## src/rtl/systolic_output_collector_pkg.sv

```systemverilog
// Shared types and sizing helpers for the systolic output collector.
// Array dimensions default from `ROWS/`COLS when the build defines them.
`ifndef ROWS
`define ROWS 4
`endif
`ifndef COLS
`define COLS 4
`endif

package systolic_pkg;

  typedef enum logic [1:0] {
    ST_IDLE,
    ST_COLLECT,
    ST_DRAIN
  } collector_state_e;

  localparam int DEFAULT_WORD_SIZE = 16;
  localparam int DEFAULT_ROWS      = `ROWS;
  localparam int DEFAULT_COLS      = `COLS;

  // Column counters must represent ROWS itself, hence one extra bit.
  function automatic int cnt_width(input int rows);
    return $clog2(rows) + 1;
  endfunction

  function automatic int idx_width(input int rows);
    return (rows > 1) ? $clog2(rows) : 1;
  endfunction

  function automatic int slice_width(input int cols, input int word);
    return cols * word;
  endfunction

endpackage

```

## src/rtl/systolic_output_collector_col_buffer.sv

```systemverilog
// One result column: ROWS words written in arrival order, with a fill
// counter that also detects words arriving after the column is full.
module collector_col_buffer
  import systolic_pkg::*;
#(
  parameter int WORD_SIZE = DEFAULT_WORD_SIZE,
  parameter int ROWS      = DEFAULT_ROWS,
  localparam int CW       = cnt_width(ROWS),
  localparam int IW       = idx_width(ROWS)
) (
  input  logic                 clk,
  input  logic                 rst,
  input  logic                 clear_i,
  input  logic                 sample_i,
  input  logic                 collect_i,
  input  logic [WORD_SIZE-1:0] wr_data_i,
  input  logic [IW-1:0]        rd_idx_i,
  output logic [WORD_SIZE-1:0] rd_data_o,
  output logic                 full_next_o,
  output logic                 drop_o
);

  logic [WORD_SIZE-1:0] mem_q [ROWS];
  logic [CW-1:0]        cnt_q;
  logic [CW-1:0]        cnt_d;
  logic                 full;
  logic                 capture;

  assign full    = (cnt_q == CW'(ROWS));
  assign capture = collect_i & sample_i & ~full;
  // Anything sampled while not collecting, or into a full column, is dropped.
  assign drop_o  = sample_i & (~collect_i | full);

  always_comb begin
    cnt_d = cnt_q;
    if (clear_i) begin
      cnt_d = '0;
    end else if (capture) begin
      cnt_d = cnt_q + 1'b1;
    end
  end

  assign full_next_o = (cnt_d == CW'(ROWS));

  always_ff @(posedge clk or negedge rst) begin
    if (!rst) begin
      cnt_q <= '0;
    end else begin
      cnt_q <= cnt_d;
    end
  end

  always_ff @(posedge clk) begin
    if (capture) begin
      mem_q[cnt_q[IW-1:0]] <= wr_data_i;
    end
  end

  assign rd_data_o = mem_q[rd_idx_i];

endmodule

```

## src/rtl/systolic_output_collector.sv

```systemverilog
// De-skews the systolic bottom-row stream into a ROWS x COLS buffer and
// then drains it one row per valid/ready handshake, row 0 first.
module systolic_output_collector
  import systolic_pkg::*;
#(
  parameter int WORD_SIZE = DEFAULT_WORD_SIZE,
  parameter int ROWS      = DEFAULT_ROWS,
  parameter int COLS      = DEFAULT_COLS,
  localparam int IW       = idx_width(ROWS),
  localparam int DW       = slice_width(COLS, WORD_SIZE)
) (
  input  logic            clk,
  input  logic            rst,
  input  logic            start,
  input  logic            sample_en,
  input  logic [DW-1:0]   matmul_output,
  input  logic [COLS-1:0] output_col_valid,
  output logic [DW-1:0]   row_data,
  output logic [IW-1:0]   row_idx,
  output logic            row_valid,
  input  logic            row_ready,
  output logic            busy,
  output logic            done,
  output logic            overflow
);

  collector_state_e state_q;
  logic [IW-1:0]    row_idx_q;
  logic [IW-1:0]    rd_idx_d;
  logic [DW-1:0]    row_data_q;
  logic             row_valid_q;
  logic             done_q;
  logic             overflow_q;

  logic [COLS-1:0]  full_next;
  logic [COLS-1:0]  drop;
  logic [DW-1:0]    rd_row;
  logic             clear;
  logic             collect;
  logic             last_row;

  assign clear    = (state_q == ST_IDLE) & start;
  assign collect  = (state_q == ST_COLLECT);
  assign last_row = (row_idx_q == IW'(ROWS - 1));

  // Look ahead one row on an accepted handshake so rows stream back to back.
  always_comb begin
    rd_idx_d = row_idx_q;
    if (row_valid_q && row_ready && !last_row) begin
      rd_idx_d = row_idx_q + 1'b1;
    end
  end

  generate
    for (genvar gi = 0; gi < COLS; gi++) begin : g_col
      collector_col_buffer #(
        .WORD_SIZE (WORD_SIZE),
        .ROWS      (ROWS)
      ) u_col (
        .clk         (clk),
        .rst         (rst),
        .clear_i     (clear),
        .sample_i    (sample_en & output_col_valid[gi]),
        .collect_i   (collect),
        .wr_data_i   (matmul_output[gi*WORD_SIZE +: WORD_SIZE]),
        .rd_idx_i    (rd_idx_d),
        .rd_data_o   (rd_row[gi*WORD_SIZE +: WORD_SIZE]),
        .full_next_o (full_next[gi]),
        .drop_o      (drop[gi])
      );
    end
  endgenerate

  always_ff @(posedge clk or negedge rst) begin
    if (!rst) begin
      state_q     <= ST_IDLE;
      row_idx_q   <= '0;
      row_data_q  <= '0;
      row_valid_q <= 1'b0;
      done_q      <= 1'b0;
      overflow_q  <= 1'b0;
    end else begin
      done_q <= 1'b0;
      if (clear) begin
        overflow_q <= 1'b0;
      end else if (|drop) begin
        overflow_q <= 1'b1;
      end

      case (state_q)
        ST_IDLE: begin
          if (start) begin
            state_q <= ST_COLLECT;
          end
        end
        ST_COLLECT: begin
          if (&full_next) begin
            state_q   <= ST_DRAIN;
            row_idx_q <= '0;
          end
        end
        ST_DRAIN: begin
          if (!row_valid_q) begin
            row_valid_q <= 1'b1;
            row_data_q  <= rd_row;
          end else if (row_ready) begin
            if (last_row) begin
              row_valid_q <= 1'b0;
              done_q      <= 1'b1;
              state_q     <= ST_IDLE;
            end else begin
              row_idx_q  <= rd_idx_d;
              row_data_q <= rd_row;
            end
          end
        end
        default: state_q <= ST_IDLE;
      endcase
    end
  end

  assign row_data  = row_data_q;
  assign row_idx   = row_idx_q;
  assign row_valid = row_valid_q;
  assign busy      = (state_q != ST_IDLE);
  assign done      = done_q;
  assign overflow  = overflow_q;

endmodule
```

## config.mk

```make
export PLATFORM = sky130hd
export DESIGN_NAME = systolic_output_collector
export DESIGN_NICKNAME = d
export VERILOG_FILES = /design/src/rtl/systolic_output_collector_pkg.sv /design/src/rtl/systolic_output_collector_col_buffer.sv /design/src/rtl/systolic_output_collector.sv
export SDC_FILE = /design/constraint.sdc
export NUM_CORES = 1
export LEC_CHECK = 0
export ABC_AREA = 1
export CAP_MARGIN = 10
export CORE_UTILIZATION = 30
export DETAILED_ROUTE_END_ITERATION = 10
export SLEW_MARGIN = 5
export SYNTH_ARGS = -nofsm -noshare
export SYNTH_HDL_FRONTEND = slang
export SYNTH_SLANG_ARGS = --single-unit
export TNS_END_PERCENT = 100
```

## constraint.sdc

```tcl
create_clock -name clk -period 3.45 [get_ports clk]
set_input_delay 0.345 -clock clk [delete_from_list [all_inputs] [get_ports clk]]
set_output_delay 0.345 -clock clk [all_outputs]
set_load 0.05 [all_outputs]
```

# ---- Word level (Yosys, flattened, before mapping)
# Memories as Yosys holds them, arrays and structs flattened.
# Cells that the tools add are included.
dict set report totals {
  latchBits 0
  regBits 83
  mem_bits_ro 0
  elab_cells 116
  inputBits 73
  output_inout_bits 70
  mem_count 4
  ram_bits 256
}
# name words word_bits read_ports rd_ports_with_merged_regs wr line
set mem_list {}
lappend mem_list {{g_col[0].u_col.mem_q} 4 16 1 0 1 systolic_output_collector_col_buffer.sv:23} ;# logic [WORD_SIZE-1:0] mem_q [ROWS];
lappend mem_list {{g_col[1].u_col.mem_q} 4 16 1 0 1 systolic_output_collector_col_buffer.sv:23}
lappend mem_list {{g_col[2].u_col.mem_q} 4 16 1 0 1 systolic_output_collector_col_buffer.sv:23}
lappend mem_list {{g_col[3].u_col.mem_q} 4 16 1 0 1 systolic_output_collector_col_buffer.sv:23}
dict set report classes {
  div_mod_pow 0
  n_lt_le_gt_ge 0
  shift 0
  add_sub_neg 5
  muxes 40
  n_eq_ne 19
  mul 0
  bitwise 26
  n_reduce_logical 12
}
# operator count
set op_table {}
lappend op_table {{$mux W64} 3}
lappend op_table {{$eq A3 B3 Y1 const B} 8}
lappend op_table {{$mux W3} 8}
lappend op_table {{$mux W2} 10}
lappend op_table {{$and A1 B1 Y1} 17}
lappend op_table {{$mux W1} 17}
lappend op_table {{$ne A2 B2 Y1 const B} 8}
lappend op_table {{$add A3 B1 Y3 const B} 4}
lappend op_table {{$reduce_and A5 Y1} 2}
lappend op_table {{$pmux W2 S3} 1}
lappend op_table {{$reduce_bool A2 Y1} 3}
lappend op_table {{$not A1 Y1} 5}
lappend op_table {{$eq A2 B2 Y1 const B} 2}
lappend op_table {{$or A1 B1 Y1} 4}
lappend op_table {{$pmux W2 S2} 1}
lappend op_table {{$reduce_and A4 Y1} 1}
lappend op_table {{$reduce_or A4 Y1} 1}
lappend op_table {{$reduce_and A3 Y1} 1}
lappend op_table {{$add A2 B1 Y2 const B} 1}
lappend op_table {{$eq A2 B1 Y1 const B} 1}
lappend op_table {{$logic_and A1 B1 Y1} 2}
lappend op_table {{$logic_not A2 Y1} 1}
lappend op_table {{$logic_not A1 Y1} 1}

# ---- Longest topological paths before layout
dict set report logic_depth {
  word_depth 9
  ltp_mapped 14
}

# ---- Cells and area by module
# A second synthesis with hierarchy kept.
dict set report hier_totals {
  hier_cells 1138
  area_unflattened_um2 13820.8
}
# module seq_area_each_um2 cells_each area_each_um2 instances
set modules_own_cells {}
lappend modules_own_cells {collector_col_buffer 1996.9 198 2633.8 4}
lappend modules_own_cells {systolic_output_collector 1776.7 346 3285.7 1}

# ---- Worst setup path before layout
# Ideal clock, no wire load.
dict set report synth_timing {
  kind {flip-flop to flip-flop}
  startpoint {register row_idx_q[0] (netlist: row_idx[0])}
  endpoint {register row_data_q[26] (netlist: row_data[26])}
  n_path_buf 2
  t_arrival_ns 2.070
  path_slack_ns 1.255
  path_stages_with_launch 12
  cell_sequence {dfrtp_1 -> ha_1 -> inv_2 -> nand3_2 -> or2_1 -> nand2_2 -> inv_2 -> buf_2 -> buf_2 -> nor2_1 -> o22ai_1 -> mux2_4}
}
dict set report synth_between {
  elab_chain_cells 8
}
# element line
set synth_lines {}
lappend synth_lines {{start, declared} systolic_output_collector.sv:28} ;# logic [IW-1:0] row_idx_q;
lappend synth_lines {{start signal, assigned} systolic_output_collector.sv:112} ;# row_idx_q <= rd_idx_d;
lappend synth_lines {{$eq A2 B2 Y1} systolic_output_collector.sv:44} ;# assign last_row = (row_idx_q == IW'(ROWS - 1));
lappend synth_lines {{$logic_not A1 Y1} systolic_output_collector.sv:49} ;# if (row_valid_q && row_ready && !last_row) begin
lappend synth_lines {{$logic_and A1 B1 Y1} systolic_output_collector.sv:49}
lappend synth_lines {{$mux W2} systolic_output_collector.sv:49}
lappend synth_lines {{$mem_v2 Z4 W16} n/a}
lappend synth_lines {{$mux W64} systolic_output_collector.sv:107} ;# if (last_row) begin
lappend synth_lines {{$mux W64} systolic_output_collector.sv:106} ;# end else if (row_ready) begin
lappend synth_lines {{$mux W64} systolic_output_collector.sv:103} ;# if (!row_valid_q) begin
lappend synth_lines {{end signal, assigned} systolic_output_collector.sv:105} ;# row_data_q <= rd_row;
lappend synth_lines {{end signal, assigned} systolic_output_collector.sv:113} ;# row_data_q <= rd_row;
lappend synth_lines {{end, declared} systolic_output_collector.sv:30} ;# logic [DW-1:0] row_data_q;
# Parallel ways exist; a longest one is shown, timed or not. The select of a mux whose other input is x is not followed.
# A chain may end at the register's enable or synchronous reset.

# ---- Worst setup path in the final report
dict set report layout_timing {
  startpoint {register row_idx_q[0] (netlist: row_idx[0])}
  endpoint {register row_data_q[38] (netlist: row_data[38])}
}
# Same word-level chain as after synthesis.

==> reports/qor.csv <==
metric,value,unit
status,"complete, no violations",
GRT met1 Usage,0.1825,
Total Nets Final,1227,
Synthesized Nets,1066,
sequential-to-total area share from yosys stat,0.7287,
Hold Crit Class,in2async,
Tcrit/Tclk final,0.6873,
die area,45520,um^2
Startpoint Class,flop,
clock tree from TritonCTS,done,
Top delay family on crit path,simple AND/OR/NAND/NOR gates,
"flops & latches, synth",339,
worst path arrival time,2.78,ns
critical path class,reg2reg,
Rows,77,
num ports,143,
DPL Wire Length,17800,um
Relative slew margins,0.4699,
htree depth,2,
DRT antenna net count,0,
gpl congestion,0.7208,
maximum VDD drop,0.0005583,V
final setup vio count,0,
setup_tns,0,ns
grt total ovfl,0,
core region area,44120,um^2
Crit. path cell count,10,
synth unique cells,33,
Yosys warnings,0,
Setup crit start,row_idx[0],
reg2reg start,row_idx[0],
worst reg-to-reg path cell count,10,
grt met3 use,0.03178,
Mapped Cells,976,
Critical Path RT,3.85,ns
"slowest stage cell, crit path",dfrtp_1,
leakage power,0.006070,uW
Fmax,421.7,MHz
Routed WL per cell,17.35,um
P per Cell Area,893.7,nW/um^2
"Clk pin slew, worst setup/hold paths",0.06,ns
ANT cells,0,
RSZ-0062 raised after global routing,no,
crit end category,flop,
Hold WS,0.4042,ns
Placement Setup Slack,0.9001,ns
I/O Buffers,142,
CTS max path bufs,3,
"Slew Viols, Final",0,
DR vias,8053,
"commonest non-fill, non-tap cell in the layout",edfxtp_1,
actual slew at the worst max-slew pin,0.7951,ns
gr usage total,0.1360,
post-route setup slack,1.079,ns
Storage cell area,9764,um^2
met2 Use GR,0.2178,
first-pass GRT wire length,46530,um
minimum clock period,2.371,ns
cell area after synthesis,13400,um^2
Starting Density,0.3037,
total CTS buffers,38,
number of global-route vias before repair,8051,
area taken by multi-input logic gates,3222,um^2
Crit Path Max Fanout,70,
Max-Cap Viols,0,
CP max stage delay,0.43,ns
Final Hold Fails,0,
largest net degree at the start of global routing,129,
most frequent cells in the layout,"edfxtp_1, nor2_1, clkdlybuf4s50_1, o21ai_0, dfrtp_1",
Root Buffer,clkbuf_16,
area delta synth->final,26.56,%
1st-iter DRT viols,572,
WP buf/inv,3,
Syn Area/Cell,13.73,um^2
clk sinks,339,
height of the die,213.3,um
Final Core Density,0.3844,
chip width,213.3,um
Worst-Skew Late Latency,0.52,ns
initial antenna violation count,0,
Via density,4.578,
routed wire length,30520,um
fill count,4234,
Setup Skew,0.009038,ns
CP cell instances,ha_1 -> inv_2 -> nand3_2 -> or2_1 -> nand2_4 -> inv_4 -> buf_4 -> o21ai_0 -> o22ai_1 -> mux2_2,
first drt pass iteration count,5,
GRT busiest layer,met2,
Residual DRC,0,
layout cells sized above 1,0.1542,
==> registers in the layout (all words and copies together) (netlist names) <==
signal	count
done	1
g_col.u_col.cnt_q	12
g_col.u_col.mem_q	256
overflow	1
row_data	64
row_idx	2
row_valid	1
state_q	2
==> worst reg2reg max path, cell delays in order (launching register included) <==
cell     delay (ns)
dfrtp_1        0.43
ha_1           0.24
inv_2          0.07
nand3_2        0.11
or2_1          0.26
nand2_4        0.09
inv_4          0.05
buf_4          0.32
o21ai_0        0.33
o22ai_1        0.10
mux2_2         0.26
==> Yosys cell counts, drive strengths merged <==
cell type | instances | area, um^2
a21oi | 5 | 25.02
a31oi | 1 | 6.260
buf | 36 | 220.2
clkbuf | 13 | 48.80
clkinv | 1 | 3.750
dfrtp | 83 | 2077
edfxtp | 256 | 7687
ha | 17 | 212.7
inv | 53 | 198.9
mux2 | 63 | 777.0
nand2 | 58 | 227.7
nand3 | 25 | 160.1
nand3b | 1 | 7.510
nand4 | 3 | 18.77
nor2 | 161 | 630.6
nor3 | 1 | 5.000
o211a | 1 | 10.01
o21ai | 131 | 659.4
o22ai | 64 | 400.4
or2 | 1 | 6.260
xnor2 | 2 | 17.52
==> routing by layer <==
layer  vias to the layer above  wire length, um
met5                         -                0
met4                         0              593
met3                        41             1683
met2                       174            14420
met1                      3995            13820
li1                       3843                -
==> cell type report <==
type | count | share of cell area
Sequential cell | 339 | 0.5757
Tap cell | 592 | 0.04367
Clock buffer | 54 | 0.06455
Multi-Input combinational cell | 534 | 0.1900
Clock inverter | 16 | 0.01409
Timing Repair Buffer | 170 | 0.09989
Inverter | 54 | 0.01210
==> report_power, final <==
group | internal [uW] | total [uW] | switching [uW]
registers | 5060 | 5430 | 372
logic | 1950 | 5460 | 3510
clock network | 2670 | 4270 | 1600
==> through the flow <==
step	cell area, um^2	std cells	power, uW
floorplan	13400	976	9255
global placement	15620	1688	10970
detailed placement	15620	1688	11040
CTS	16960	1759	15370
global route	16960	1759	15960
finish	16960	1759	15160
==> timing repair <==
action / in CTS / in global routing
endpoints found under the hold margin: 40 / 0
resized for setup: 0 / 0
endpoints found under the setup margin: 0 / 0
buffers inserted: 0 / 0
hold buffers: 1 / 0
==> path summary, 6_finish.rpt <==
kind / to / slack [ns]
worst min register to register: row_data[44] / 0.50
worst min-delay path: row_data[61] / 0.40
worst max register to register: row_data[38] / 1.08
min in group clk: g_col[3].u_col.mem_q[3][7] / 0.46
worst max-delay path: row_data[38] / 1.08
max in group asynchronous: row_data[47] / 2.32
==> logic make-up (layout without fill, tap and decap cells) <==
group	after synthesis	in the layout	share of synthesized area
xor gates and xnor gates	2	2	0.001307
muxes	63	63	0.05798
DFF	339	339	0.7287
buffers and inverters	103	294	0.03520
and+or+nand+nor	250	250	0.07880
adders and majority gates	17	17	0.01587
AOI/OAI and AO/OA	202	202	0.08217
No activity file was read; power rests on OpenSTA's default activity.
